--- config.mk ---
export PLATFORM = sky130hd
export DESIGN_NAME = matrix_loader_flat
export DESIGN_NICKNAME = d
export VERILOG_FILES = /design/src/rtl/matrix_pkg.sv /design/src/rtl/matrix_loader_if.sv /design/src/rtl/matrix_loader_element_packer.sv /design/src/rtl/matrix_loader.sv /design/src/flat_wrapper.sv
export SDC_FILE = /design/constraint.sdc
export NUM_CORES = 1
export LEC_CHECK = 0
export CAP_MARGIN = 10
export CELL_PAD_IN_SITES_DETAIL_PLACEMENT = 0
export CELL_PAD_IN_SITES_GLOBAL_PLACEMENT = 2
export CORE_MARGIN = 4
export CORE_UTILIZATION = 32
export DETAILED_ROUTE_END_ITERATION = 7
export GPL_TIMING_DRIVEN = 0
export HOLD_SLACK_MARGIN = 0.05
export PLACE_DENSITY = 0.76
export SETUP_SLACK_MARGIN = 0.2
export SYNTH_ARGS = -nofsm -noshare
export SYNTH_HDL_FRONTEND = slang
export SYNTH_SLANG_ARGS = --single-unit
--- constraint.sdc ---
create_clock -name clk -period 4.2 [get_ports clk]
set_clock_uncertainty 0.1 [all_clocks]
set_input_delay 0.42 -clock clk [delete_from_list [all_inputs] [get_ports clk]]
set_output_delay 0.42 -clock clk [all_outputs]
set_load 0.02 [all_outputs]
--- src/rtl/matrix_pkg.sv ---
// ============================================================================
//  Module      : matrix_pkg
//  Description : Shared constants and the loader state encoding for the 5x5
//                matrix datapath (loader, sum controller, readback logic).
//  Revision    : 1.0 - initial release
// ============================================================================
`default_nettype none

package matrix_pkg;

    localparam int ELEM_W     = 8;
    localparam int MATRIX_DIM = 5;
    localparam int ELEMS      = MATRIX_DIM * MATRIX_DIM;

    // Fixed RAM slots for the operands and the result.
    localparam int ADDR_A = 0;
    localparam int ADDR_B = 1;
    localparam int ADDR_C = 2;

    typedef enum logic [1:0] {
        IDLE  = 2'd0,
        FILL  = 2'd1,
        WRITE = 2'd2,
        DONE  = 2'd3
    } state_t;

endpackage

`default_nettype wire

--- src/rtl/matrix_loader_if.sv ---
// ============================================================================
//  Module      : matrix_loader_if
//  Description : Bundles the loader's control, element-stream and RAM write
//                signals.
//                  start, in_data, in_valid        -> loader
//                  in_ready, mem_address, mem_data,
//                  mem_wren, busy, done            <- loader
//                master : the side feeding elements and observing the RAM port
//                slave  : the loader itself
//  Revision    : 1.0 - initial release
// ============================================================================
`default_nettype none

interface matrix_loader_if #(
    parameter int ADDR_W = 8,
    parameter int DATA_W = 256,
    parameter int ELEM_W = 8
);
    logic              start;
    logic [ELEM_W-1:0] in_data;
    logic              in_valid;
    logic              in_ready;
    logic [ADDR_W-1:0] mem_address;
    logic [DATA_W-1:0] mem_data;
    logic              mem_wren;
    logic              busy;
    logic              done;

    modport master (
        output start, in_data, in_valid,
        input  in_ready, mem_address, mem_data, mem_wren, busy, done
    );

    modport slave (
        input  start, in_data, in_valid,
        output in_ready, mem_address, mem_data, mem_wren, busy, done
    );
endinterface

`default_nettype wire

--- src/rtl/matrix_loader_element_packer.sv ---
// ============================================================================
//  Module      : element_packer
//  Description : Packs ELEMS elements of ELEM_W bits into one flat buffer,
//                element 0 in the least significant slot.
//                  i_clear      : zero the buffer and the element count
//                  i_wr_en      : store i_wr_data at the current count
//                  o_buf_next   : buffer contents including this cycle's write
//                  o_full       : the current write fills the final slot
//  Revision    : 1.0 - initial release
// ============================================================================
`default_nettype none

module element_packer #(
    parameter int ELEM_W = 8,
    parameter int ELEMS  = 25
) (
    input  wire logic                      clk,
    input  wire logic                      reset,
    input  wire logic                      i_clear,
    input  wire logic                      i_wr_en,
    input  wire logic [ELEM_W-1:0]         i_wr_data,
    output logic      [ELEMS*ELEM_W-1:0]   o_buf_next,
    output logic                           o_full
);
    localparam int CNT_W = $clog2(ELEMS + 1);

    logic [ELEMS*ELEM_W-1:0] r_buf;
    logic [CNT_W-1:0]        r_cnt;
    logic [ELEMS*ELEM_W-1:0] w_buf_next;

    // The look-ahead image lets the owner capture a complete word on the
    // same edge that accepts the final element.
    always_comb begin
        w_buf_next = r_buf;
        if (i_wr_en) begin
            w_buf_next[ELEM_W*r_cnt +: ELEM_W] = i_wr_data;
        end
    end

    always_ff @(posedge clk) begin
        if (reset || i_clear) begin
            r_buf <= '0;
            r_cnt <= '0;
        end else if (i_wr_en) begin
            r_buf <= w_buf_next;
            r_cnt <= r_cnt + 1'b1;
        end
    end

    assign o_buf_next = w_buf_next;
    assign o_full     = (r_cnt == CNT_W'(ELEMS - 1));

endmodule

`default_nettype wire

--- src/rtl/matrix_loader.sv ---
// ============================================================================
//  Module      : matrix_loader
//  Description : Writer side of the matrix RAM. Accepts NUM_MATRICES matrices
//                of ELEMS elements over a valid/ready stream, packs each one
//                into a DATA_W word and writes it to BASE_ADDR + index, then
//                pulses done.
//                  clk, reset : clock, synchronous active-high reset
//                  bus        : start/stream inputs, in_ready, RAM write
//                               port, busy and done (all registered)
//  Revision    : 1.0 - initial release
// ============================================================================
`default_nettype none

module matrix_loader
    import matrix_pkg::*;
#(
    parameter int ADDR_W       = 8,
    parameter int DATA_W       = 256,
    parameter int ELEM_W       = matrix_pkg::ELEM_W,
    parameter int ELEMS        = matrix_pkg::ELEMS,
    parameter int NUM_MATRICES = 2,
    parameter int BASE_ADDR    = matrix_pkg::ADDR_A
) (
    input  wire logic         clk,
    input  wire logic         reset,
    matrix_loader_if.slave    bus
);
    localparam int MAT_W = (NUM_MATRICES > 1) ? $clog2(NUM_MATRICES) : 1;

    state_t                  r_state;
    state_t                  w_state_next;
    logic [MAT_W-1:0]        r_mat_idx;
    logic                    r_in_ready;
    logic [ADDR_W-1:0]       r_mem_address;
    logic [DATA_W-1:0]       r_mem_data;
    logic                    r_mem_wren;
    logic                    r_busy;
    logic                    r_done;

    logic                    w_accept;
    logic                    w_full;
    logic                    w_last_mat;
    logic [ELEMS*ELEM_W-1:0] w_buf_next;

    assign w_accept   = bus.in_valid && r_in_ready;
    assign w_last_mat = (r_mat_idx == MAT_W'(NUM_MATRICES - 1));

    // Clearing whenever not filling guarantees every matrix starts from an
    // empty buffer and a zero count, including after a write.
    element_packer #(
        .ELEM_W (ELEM_W),
        .ELEMS  (ELEMS)
    ) u_packer (
        .clk        (clk),
        .reset      (reset),
        .i_clear    (r_state != FILL),
        .i_wr_en    (w_accept),
        .i_wr_data  (bus.in_data),
        .o_buf_next (w_buf_next),
        .o_full     (w_full)
    );

    always_comb begin
        w_state_next = r_state;
        unique case (r_state)
            IDLE:    if (bus.start)          w_state_next = FILL;
            FILL:    if (w_accept && w_full) w_state_next = WRITE;
            WRITE:   w_state_next = w_last_mat ? DONE : FILL;
            DONE:    w_state_next = IDLE;
            default: w_state_next = IDLE;
        endcase
    end

    // Outputs are registered from the next state so that each one is valid
    // in the same cycle as the state it describes.
    always_ff @(posedge clk) begin
        if (reset) begin
            r_state       <= IDLE;
            r_mat_idx     <= '0;
            r_in_ready    <= 1'b0;
            r_mem_address <= ADDR_W'(BASE_ADDR);
            r_mem_data    <= '0;
            r_mem_wren    <= 1'b0;
            r_busy        <= 1'b0;
            r_done        <= 1'b0;
        end else begin
            r_state    <= w_state_next;
            r_in_ready <= (w_state_next == FILL);
            r_mem_wren <= (w_state_next == WRITE);
            r_busy     <= (w_state_next != IDLE);
            r_done     <= (w_state_next == DONE);

            if (r_state == IDLE && bus.start) begin
                r_mat_idx <= '0;
            end else if (r_state == WRITE && !w_last_mat) begin
                r_mat_idx <= r_mat_idx + 1'b1;
            end

            // Address and data are loaded only for a write and otherwise hold.
            if (r_state == FILL && w_accept && w_full) begin
                r_mem_address <= ADDR_W'(BASE_ADDR) + ADDR_W'(r_mat_idx);
                r_mem_data    <= DATA_W'(w_buf_next);
            end
        end
    end

    assign bus.in_ready    = r_in_ready;
    assign bus.mem_address = r_mem_address;
    assign bus.mem_data    = r_mem_data;
    assign bus.mem_wren    = r_mem_wren;
    assign bus.busy        = r_busy;
    assign bus.done        = r_done;

endmodule

`default_nettype wire

--- src/flat_wrapper.sv ---
// flat-port wrapper written by rule: the top's interface ports become plain ports
module matrix_loader_flat import matrix_pkg::*;
#(
    parameter int ADDR_W       = 8,
    parameter int DATA_W       = 256,
    parameter int ELEM_W       = matrix_pkg::ELEM_W,
    parameter int ELEMS        = matrix_pkg::ELEMS,
    parameter int NUM_MATRICES = 2,
    parameter int BASE_ADDR    = matrix_pkg::ADDR_A
)
  (clk, reset, bus_start, bus_in_data, bus_in_valid, bus_in_ready, bus_mem_address, bus_mem_data, bus_mem_wren, bus_busy, bus_done);
  matrix_loader_if #(.ADDR_W(ADDR_W), .DATA_W(DATA_W), .ELEM_W(ELEM_W)) bus_i ();
  input  wire logic clk;
  input  wire logic reset;
  input wire logic [$bits(bus_i.start)-1:0] bus_start;
  input wire logic [$bits(bus_i.in_data)-1:0] bus_in_data;
  input wire logic [$bits(bus_i.in_valid)-1:0] bus_in_valid;
  output wire logic [$bits(bus_i.in_ready)-1:0] bus_in_ready;
  output wire logic [$bits(bus_i.mem_address)-1:0] bus_mem_address;
  output wire logic [$bits(bus_i.mem_data)-1:0] bus_mem_data;
  output wire logic [$bits(bus_i.mem_wren)-1:0] bus_mem_wren;
  output wire logic [$bits(bus_i.busy)-1:0] bus_busy;
  output wire logic [$bits(bus_i.done)-1:0] bus_done;
  assign bus_i.start = bus_start;
  assign bus_i.in_data = bus_in_data;
  assign bus_i.in_valid = bus_in_valid;
  assign bus_in_ready = bus_i.in_ready;
  assign bus_mem_address = bus_i.mem_address;
  assign bus_mem_data = bus_i.mem_data;
  assign bus_mem_wren = bus_i.mem_wren;
  assign bus_busy = bus_i.busy;
  assign bus_done = bus_i.done;
  matrix_loader #(.ADDR_W(ADDR_W), .DATA_W(DATA_W), .ELEM_W(ELEM_W), .ELEMS(ELEMS), .NUM_MATRICES(NUM_MATRICES), .BASE_ADDR(BASE_ADDR)) u_core (.clk(clk), .reset(reset), .bus(bus_i));
endmodule
# Word-level counts from Yosys, hierarchy flattened
# Cells that the tools add are included.
dict set report op_classes {
  mux 6
  n_eq_ne 8
  n_reduce_logical 11
  shifts 2
  addsub 3
}
# operator count
set ops {}
lappend ops {{bitwise mux 200 bit} 1}
lappend ops {{2-to-1 mux 200 bit} 1}
lappend ops {{variable shift 8 x 34 -> 200 bit (first input constant)} 1}
lappend ops {{variable part select 8 x 34 -> 200 bit} 1}
lappend ops {{negator 8 -> 34 bit} 1}
lappend ops {{equality test 2 bit (second input constant)} 4}
lappend ops {{case mux 2 bit (4 select lines)} 1}
lappend ops {{logical AND 1 bit} 6}
lappend ops {{2-to-1 mux 2 bit} 3}
lappend ops {{adder 5 x 1 -> 5 bit (second input constant)} 1}
lappend ops {{equality test 5 bit (second input constant)} 1}
lappend ops {{equality test 2 x 1 -> 1 bit (second input constant)} 2}
lappend ops {{zero test 2 bit} 1}
lappend ops {{inequality test 2 x 1 -> 1 bit (second input constant)} 1}
lappend ops {{nonzero test 2 bit} 1}
lappend ops {{OR reduction 2 bit} 1}
lappend ops {{adder 1 bit (second input constant)} 1}
lappend ops {{zero test 1 bit} 1}
lappend ops {{logical OR 1 bit} 1}
dict set report totals {
  register_bits 413
  elab_cells 40
  input_bits 12
}

# Longest topological paths before layout
# Gate-level depths: netlist of the first run.
dict set report logic_depth {
  word_depth 5
  ltp_mapped 13
  mapped_depth_nobuf 9
}

# By module
# A second synthesis of the first run with hierarchy kept.
dict set report unflattened {
  cells_unflattened 2182
  area_unflattened_um2 19373.6
}
# module cells_each n_inst area_each_um2 seq_area_each_um2
set by_module_without_submodules {}
lappend by_module_without_submodules {element_packer 1150 1 10576.4 4103.9}
lappend by_module_without_submodules {matrix_loader 1032 1 8797.2 4164.0}

# Worst setup path after synthesis of the first run
# OpenSTA, ideal clock, no wires.
dict set report synth_path {
  path_type {reg-to-reg}
  start {register u_core.u_packer.r_cnt[0]}
  end {register u_core.r_mem_data[128] (netlist: u_core.bus.mem_data[128])}
  n_path_buf 3
  arrival_time_ns 2.860
  setup_ns 0.146
  setup_slack_ns 1.094
  path_stages_with_launch 13
  required_time_ns 3.954
  path_cell_list {dfxtp_1 > buf_4 > inv_1 > ha_1 > buf_4 > nor3b_1 > ha_1 > and3b_1 > clkbuf_1 > nand4b_4 > nor3_4 > mux2i_1 > a211oi_2}
}
dict set report synth_between {
  elab_chain_cells 4
  word_cells_on_any_way 7
  classes_between {add/sub (1); eq/ne (1); shift (2); mux (2); reduce/logical (1)}
}
# element line
set synth_rtl {}
lappend synth_rtl {{start, declared} matrix_loader_element_packer.sv:28} ;# logic [CNT_W-1:0] r_cnt;
lappend synth_rtl {{start signal, assigned} matrix_loader_element_packer.sv:46} ;# r_cnt <= r_cnt + 1'b1;
lappend synth_rtl {{negator 8 -> 34 bit} matrix_loader_element_packer.sv:36} ;# w_buf_next[ELEM_W*r_cnt +: ELEM_W] = i_wr_data;
lappend synth_rtl {{variable part select 8 x 34 -> 200 bit / variable shift 8 x 34 -> 200 bit (equally long branches)} matrix_loader_element_packer.sv:36}
lappend synth_rtl {{bitwise mux 200 bit} matrix_loader_element_packer.sv:36}
lappend synth_rtl {{2-to-1 mux 200 bit} matrix_loader_element_packer.sv:35} ;# if (i_wr_en) begin
lappend synth_rtl {{end signal, assigned} matrix_loader.sv:102} ;# r_mem_data <= DATA_W'(w_buf_next);
lappend synth_rtl {{end, declared} matrix_loader.sv:35} ;# logic [DATA_W-1:0] r_mem_data;
# Parallel ways exist; a longest one is shown, timed or not.
# A chain may end at the register's enable or synchronous reset.

# Worst setup path after layout of the first run
dict set report layout_path {
  start {register u_core.u_packer.r_cnt[0]}
  end {register u_core.u_packer.r_buf[15]}
}
dict set report layout_between {
  elab_chain_cells 4
  word_cells_on_any_way 5
  classes_between {add/sub (1); shift (2); mux (2)}
}
# element line
set layout_rtl {}
lappend layout_rtl {{negator 8 -> 34 bit (*)} matrix_loader_element_packer.sv:36}
lappend layout_rtl {{variable part select 8 x 34 -> 200 bit / variable shift 8 x 34 -> 200 bit (equally long branches)} matrix_loader_element_packer.sv:36}
lappend layout_rtl {{bitwise mux 200 bit (*)} matrix_loader_element_packer.sv:36}
lappend layout_rtl {{2-to-1 mux 200 bit (*)} matrix_loader_element_packer.sv:35}
lappend layout_rtl {{end signal, assigned} matrix_loader_element_packer.sv:45} ;# r_buf <= w_buf_next;
lappend layout_rtl {{end, declared} matrix_loader_element_packer.sv:27} ;# logic [ELEMS*ELEM_W-1:0] r_buf;
# Every way passes the cells marked *; elsewhere a longest branch is shown, timed or not.

==> results.txt, run 1 <==
Worst hold start: u_core.bus.mem_data[87]
Final Util: 42.1%
Longest Clk Path Bufs: 3
Prevailing post-synth register cell: dfxtp_1
Crit end category: flip-flop
Synth Warn #: 0
Die X: 229 um
Power Density: 396 mW/mm^2
FMAX: 265 MHz
Max-capacitance violation count: 0
Setup CP Type: flip-flop to flip-flop
CP max stage delay: 690 ps
Gr usage total: 18.9%
Drt pass-1 iters: 5
Final setup viols: 0
CP Buf/Inv Count: 4
R2r endpoint: u_core.u_packer.r_buf[15]
Critical-path cell list: buf_4 -> inv_1 -> ha_1 -> buf_4 -> nor3b_1 -> ha_1 -> clkbuf_1 -> nand4b_1 -> nor3_4 -> mux2i_1 -> nor2_1
Clk_lat worst skew: 560 ps
Detail Placement HPWL: 37200 um
Pre-CTS WS: 342 ps
Sequential-to-total area share from yosys stat: 52.8%
Row Count: 80
Die height: 229 um
Yosys reg bits: 413
CP Max Fanout: 10
Clock sink count: 413
Synthesis-to-finish area growth: 29.3%
1st-iter DRT viols: 607
Die area: 0.0525 mm^2
Root Buffer: clkbuf_16
Clk slew on worst S/H paths: 60 ps
First-pass GRT wire length: 76800 um
Fin. Hold Viols: 0
Post-route DRC: 0
Largest net degree at the start of global routing: 14
IO buf count: 216
CTS tree: yes
Reg2reg setup slack: 430 ps
Slowest cell on crit path: nor3_4
Post-CTS Hold Buffers: 0
Critical Path Source Type: flip-flop
CP Data Arrival Time: 4090 ps
Fin Setup TNS: 0 ps
Crit path required time: 4520 ps
Layout cell share with drive strength beyond 1: 9.51%
Final min period: 3770 ps
WHS Endpoint: u_core.bus.mem_data[87]
Gate count after technology mapping: 1674
Post-DRT Antenna Nets: 0
Post-Syn Area: 0.0157 mm^2
Leak pwr: 7.25 nW
Reg2reg start: u_core.u_packer.r_cnt[0]
WL final: 51200 um
Nets: 2015
Vias: 12300
Core Region: 0.0480 mm^2
Post-synth EDFFs: 0
Initial antenna violation count: 1
Via/cell ratio: 4.65
Worst reg-to-reg path cell count: 11
Peak VDD IR: 0.000216 V
Hold path depth: 2
N_diodes: 0
RSZ-0062 raised after global routing: no
Crit share post-route: 89.9%
Crit-path leading delay family: simple AND/OR/NAND/NOR gates
Num CTS Buffers: 45
Hold Path Class: flip-flop to flip-flop
Setup WS post-layout: 426 ps
Wire per inst: 19.3 um
GP Congestion: 0.844
Finished Cell Area: 0.0202 mm^2
Relative slew slack: 35.7%
Mapped Avg Cell Area: 9.35 um^2
Io pins: 280
CTS H-Tree Depth: 2
Hold WS: 351 ps
Pins Over Slew Limit: 0
Worst Max-Slew Pin Slew: 965 ps
Synth cell types: 53
Vias in the first global route: 12200
Fraction of registers with async set/reset: 0%
Status: completed
Placement Cell Area: 0.0188 mm^2
Starting Density: 32.6%
Total grt overflow: 0
-- metal layers --
metal | vias up | wire length (um) | part of all wire, % | track usage [%]
li1 | 6146 | - | - | -
met1 | 5814 | 23000 | 45 | 24.2
met2 | 258 | 24400 | 48 | 32.4
met3 | 70 | 2610 | 5.1 | 4.19
met4 | 2 | 1100 | 2.1 | 5.00
met5 | - | 13 | 0.025 | 0
-- Yosys cell counts (3+ instances only) --
cell | n | area [um^2]
dfxtp_1 | 413 | 8270
nor2_1 | 291 | 1090
nand2_1 | 227 | 852
mux2i_1 | 180 | 1800
a21oi_1 | 125 | 626
clkbuf_1 | 105 | 394
buf_4 | 67 | 503
a211oi_1 | 66 | 495
nand3_1 | 30 | 150
a211oi_2 | 23 | 288
and2_1 | 17 | 106
nor2b_1 | 10 | 62.6
nor3_4 | 9 | 146
and3_1 | 8 | 50.1
buf_2 | 8 | 40.0
nand2b_1 | 8 | 50.1
buf_1 | 6 | 22.5
inv_1 | 6 | 22.5
nor3_1 | 6 | 30.0
o21ai_0 | 6 | 30.0
a32o_1 | 5 | 50.1
nand4_1 | 4 | 25.0
nor4_1 | 4 | 25.0
or3_1 | 4 | 25.0
ha_1 | 3 | 37.5
nand3b_1 | 3 | 22.5
or4_1 | 3 | 22.5
xnor2_1 | 3 | 26.3
xor2_1 | 3 | 26.3
-- power by group --
part | switching [W] | internal [W] | leakage [nW]
logic | 0.000199 | 0.0000768 | 3.22
registers | 0.00000309 | 0.00392 | 3.33
clock network | 0.00158 | 0.00223 | 0.698
total | 0.00178 | 0.00623 | 7.25
-- cell type report --
class | count | area (um^2)
buffer | 190 | 1000
clock buffer | 67 | 1330
clock inverter | 10 | 77.6
fill | 4863 | 27800
inverter | 6 | 22.5
multi-input combinational | 1127 | 6610
sequential | 413 | 8270
tap | 615 | 769
timing repair buffer | 217 | 2170
-- stage by stage --
| step | std cells | total power (W) |
|---|---|---|
| 3_5_place_dp | 2568 | 0.00429 |
| 4_1_cts | 2645 | 0.00811 |
| 3_3_place_gp | 2567 | 0.00428 |
| 2_1_floorplan | 1736 | 0.00420 |
| 6_report | 2645 | 0.00801 |
| 5_1_grt | 2645 | 0.00829 |
-- how the worst max path moves through the flow --
stage / to / cells past startpoint / start / slack, ps
after global routing: u_core.u_packer.r_buf[12] / 11 / u_core.u_packer.r_cnt[0] / 210
after floorplan: u_core.bus.mem_data[128] / 12 / u_core.u_packer.r_cnt[0] / 1090
after detailed placement: u_core.bus.mem_data[23] / 12 / u_core.u_packer.r_cnt[0] / 340
after global placement: u_core.bus.mem_data[23] / 12 / u_core.u_packer.r_cnt[0] / 350
final: u_core.u_packer.r_buf[15] / 11 / u_core.u_packer.r_cnt[0] / 430
after CTS: u_core.bus.mem_data[23] / 12 / u_core.u_packer.r_cnt[0] / 310
-- kinds of logic after synthesis --
kind of cell | count (synthesis) | synth area share, %
other | 1 | 0.0239
AND/OR/NAND/NOR | 645 | 18.5
adder cells (fa/ha/maj) | 3 | 0.240
AO/OA/AOI/OAI | 228 | 9.67
XOR/XNOR | 8 | 0.687
multiplexers | 180 | 11.5
flip-flops | 413 | 52.8
buffers and inverters | 196 | 6.54
-- registers in the layout, summed over array words and instances (netlist names) --
name and cells:
u_core.bus.mem_wren 1, u_core.bus.busy 1, u_core.bus.mem_address 1, u_core.r_state 2
u_core.u_packer.r_buf 200, u_core.bus.mem_data 200, u_core.bus.in_ready 1, u_core.bus.done 1
u_core.u_packer.r_cnt 5, u_core.r_mat_idx 1
-- cell usage in the layout, fill, tap and decap left out, types with 8 or more instances in the layout --
| cell type | netlist | final |
|---|---|---|
| and3_1 | 8 | 8 |
| nand2b_1 | 8 | 8 |
| nor2b_1 | 10 | 10 |
| a21oi_1 | 125 | 125 |
| conb_1 | 1 | 63 |
| clkbuf_1 | 105 | 115 |
| a211oi_1 | 66 | 66 |
| buf_2 | 8 | 9 |
| and2_1 | 17 | 17 |
| clkbuf_8 | 0 | 12 |
| nor2_1 | 291 | 291 |
| clkbuf_16 | 0 | 45 |
| buf_4 | 67 | 67 |
| dfxtp_1 | 413 | 413 |
| nand3_1 | 30 | 30 |
| a211oi_2 | 23 | 23 |
| mux2i_1 | 180 | 180 |
| clkinv_2 | 0 | 8 |
| nand2_1 | 227 | 227 |
| clkdlybuf4s50_1 | 0 | 216 |
| nor3_4 | 9 | 9 |
-- tightest hold or removal path: cells and delay by family, from the launching register on --
kind / cells / cell delay [ps]
AO/OA/AOI/OAI: 1 / 50
AND/OR/NAND/NOR: 1 / 50
flip-flops: 1 / 310
-- timing repair --
| action | in CTS | in global routing |
|---|---|---|
| endpoints found under the setup margin | 0 | 10 |
| buffers inserted | 0 | 0 |
| gates resized for setup | 0 | 1 |
Power figures use the tool's default switching activity.
==> run 2, diff against run 1 <==
Settings changed: PLACE_DENSITY 0.76 to 0.84, SLEW_MARGIN set to 0.
==> results.txt, run 2 (synthesis results as in run 1) <==
Io pins: 280 (unchanged)
Leak pwr: 7.30 nW (was 7.25 nW)
GP Congestion: 0.826 (was 0.844)
Vias in the first global route: 12300 (was 12200)
Die area: 0.0525 mm^2 (unchanged)
Leading cell type in the layout, fill and taps excluded: dfxtp_1 (unchanged)
Worst reg-to-reg path cell count: 11 (unchanged)
FMAX: 268 MHz (was 265 MHz)
Fin. Hold Viols: 0 (unchanged)
Metal3 WL: 2520 um (was 2610 um)
Starting Density: 32.6% (unchanged)
Row Count: 80 (unchanged)
Worst Max-Slew Pin Slew: 1070 ps (was 965 ps)
Relative slew slack: 28.9% (was 35.7%)
Post-DRT Antenna Nets: 0 (unchanged)
Final min period: 3730 ps (was 3770 ps)
Peak VDD IR: 0.000238 V (was 0.000216 V)
Detail Placement HPWL: 37000 um (was 37200 um)
Nets: 2017 (was 2015)
Post-route DRC: 0 (unchanged)
Largest net degree at the start of global routing: 14 (unchanged)
Core Region: 0.0480 mm^2 (unchanged)
Crit path to: u_core.u_packer.r_buf[83] (was u_core.u_packer.r_buf[15])
N_diodes: 0 (unchanged)
Status: completed (unchanged)
Pins Over Slew Limit: 0 (unchanged)
Longest Clk Path Bufs: 3 (unchanged)
Critical path origin: u_core.u_packer.r_cnt[0] (unchanged)
CTS tree: yes (unchanged)
Drt pass-1 iters: 5 (unchanged)
M1 WL: 22800 um (was 23000 um)
Crit share post-route: 88.8% (was 89.9%)
Fin Setup TNS: 0 ps (unchanged)
Total grt overflow: 0 (unchanged)
Initial antenna violation count: 2 (was 1)
Final setup viols: 0 (unchanged)
Power Density: 406 mW/mm^2 (was 396 mW/mm^2)
Crit end category: flip-flop (unchanged)
Crit path required time: 4530 ps (was 4520 ps)
1st-iter DRT viols: 692 (was 607)
Synthesis-to-finish area growth: 30.2% (was 29.3%)
CP Data Arrival Time: 4060 ps (was 4090 ps)
Clk slew on worst S/H paths: 60 ps (about the same)
WL final: 51500 um (was 51200 um)
Reg2reg setup slack: 470 ps (was 430 ps)
Most frequent cells in the layout: dfxtp_1, nor2_1, nand2_1 (unchanged)
Setup CP Type: flip-flop to flip-flop (unchanged)
Post-CTS Hold Buffers: 0 (unchanged)
Num CTS Buffers: 46 (was 45)
Via/cell ratio: 4.68 (was 4.65)
RSZ-0062 raised after global routing: no (unchanged)
Max layer used: met5 (unchanged)
CP Max Fanout: 10 (unchanged)
Hold WS: 354 ps (was 351 ps)
Reg2reg start: u_core.u_packer.r_cnt[0] (unchanged)
Critical Path Source Type: flip-flop (unchanged)
Clk_lat worst skew: 570 ps (was 560 ps)
R2r endpoint: u_core.u_packer.r_buf[83] (was u_core.u_packer.r_buf[15])
IO buf count: 216 (unchanged)
Met2 Wirelength: 24800 um (was 24400 um)
Clock sink count: 413 (unchanged)
Max-capacitance violation count: 0 (unchanged)
Die X: 229 um (unchanged)
Root Buffer: clkbuf_16 (unchanged)
CTS H-Tree Depth: 2 (unchanged)
Die height: 229 um (unchanged)
Layout cell share with drive strength beyond 1: 9.71% (was 9.51%)
Gr usage total: 19.0% (was 18.9%)
Wire per inst: 19.4 um (was 19.3 um)
Vias: 12400 (was 12300)
Hold Path Class: flip-flop to flip-flop (unchanged)
First-pass GRT wire length: 77100 um (was 76800 um)
[run 2: repair_timing]
item,in CTS,in global routing
resized for setup,0,4
endpoints found under the setup margin,0,21
buffers inserted,0,1
[run 2: cell type report]
type,count,area [um^2]
tap,615,769
inverter,6,22.5
fill,4769,27700
buffer,190,1000
clock inverter,16,196
sequential,413,8270
clock buffer,69,1330
timing repair buffer,218,2190
multi-input combinational,1127,6610
[run 2: critical path: stages, from the launching register on]
cell and delay (ps):
dfxtp_1 510, buf_4 250, inv_1 60, ha_1 190
buf_4 180, nor3b_1 150, ha_1 420, clkbuf_1 390
nand4b_1 400, nor3_4 620, mux2i_1 250, nor2_1 60
[run 2: per-stage QoR]
stage / util (%) / cells / cell area (um^2) / power [W] / setup WS [ps]
3_5_place_dp: 39.2 / 2568 / 18800 / 0.00429 / 335
4_1_cts: 42.4 / 2653 / 20400 / 0.00836 / 313
6_report: 42.4 / 2654 / 20400 / 0.00827 / 471
5_1_grt: 42.4 / 2654 / 20400 / 0.00854 / 197
2_1_floorplan: - / 1736 / 15900 / 0.00420 / 1090
3_3_place_gp: 39.2 / 2567 / 18800 / 0.00428 / 352
[run 2: power breakdown]
part	switching [W]	internal, W
registers	0.00000309	0.00392
logic	0.000200	0.0000769
clock network	0.00163	0.00244
total	0.00183	0.00643
[run 2: per-layer routing]
metal | vias up | global-route usage (%)
met1 | 5913 | 24.5
met4 | 2 | 5.78
li1 | 6145 | -
met2 | 277 | 32.4
met3 | 77 | 3.65
met5 | - | 0
[run 2: worst min path at each step]
stage	endpoint	depth (start not counted)	start	slack [ps]
after floorplan	u_core.bus.mem_data[100]	2	u_core.u_packer.r_buf[100]	330
after global placement	u_core.bus.mem_data[73]	2	u_core.u_packer.r_buf[73]	340
after detailed placement	u_core.bus.mem_data[170]	2	u_core.u_packer.r_buf[170]	340
after CTS	u_core.bus.mem_data[170]	2	u_core.u_packer.r_buf[170]	350
after global routing	u_core.bus.mem_data[173]	2	u_core.u_packer.r_buf[173]	370
final	u_core.bus.mem_data[32]	2	u_core.bus.mem_data[32]	350
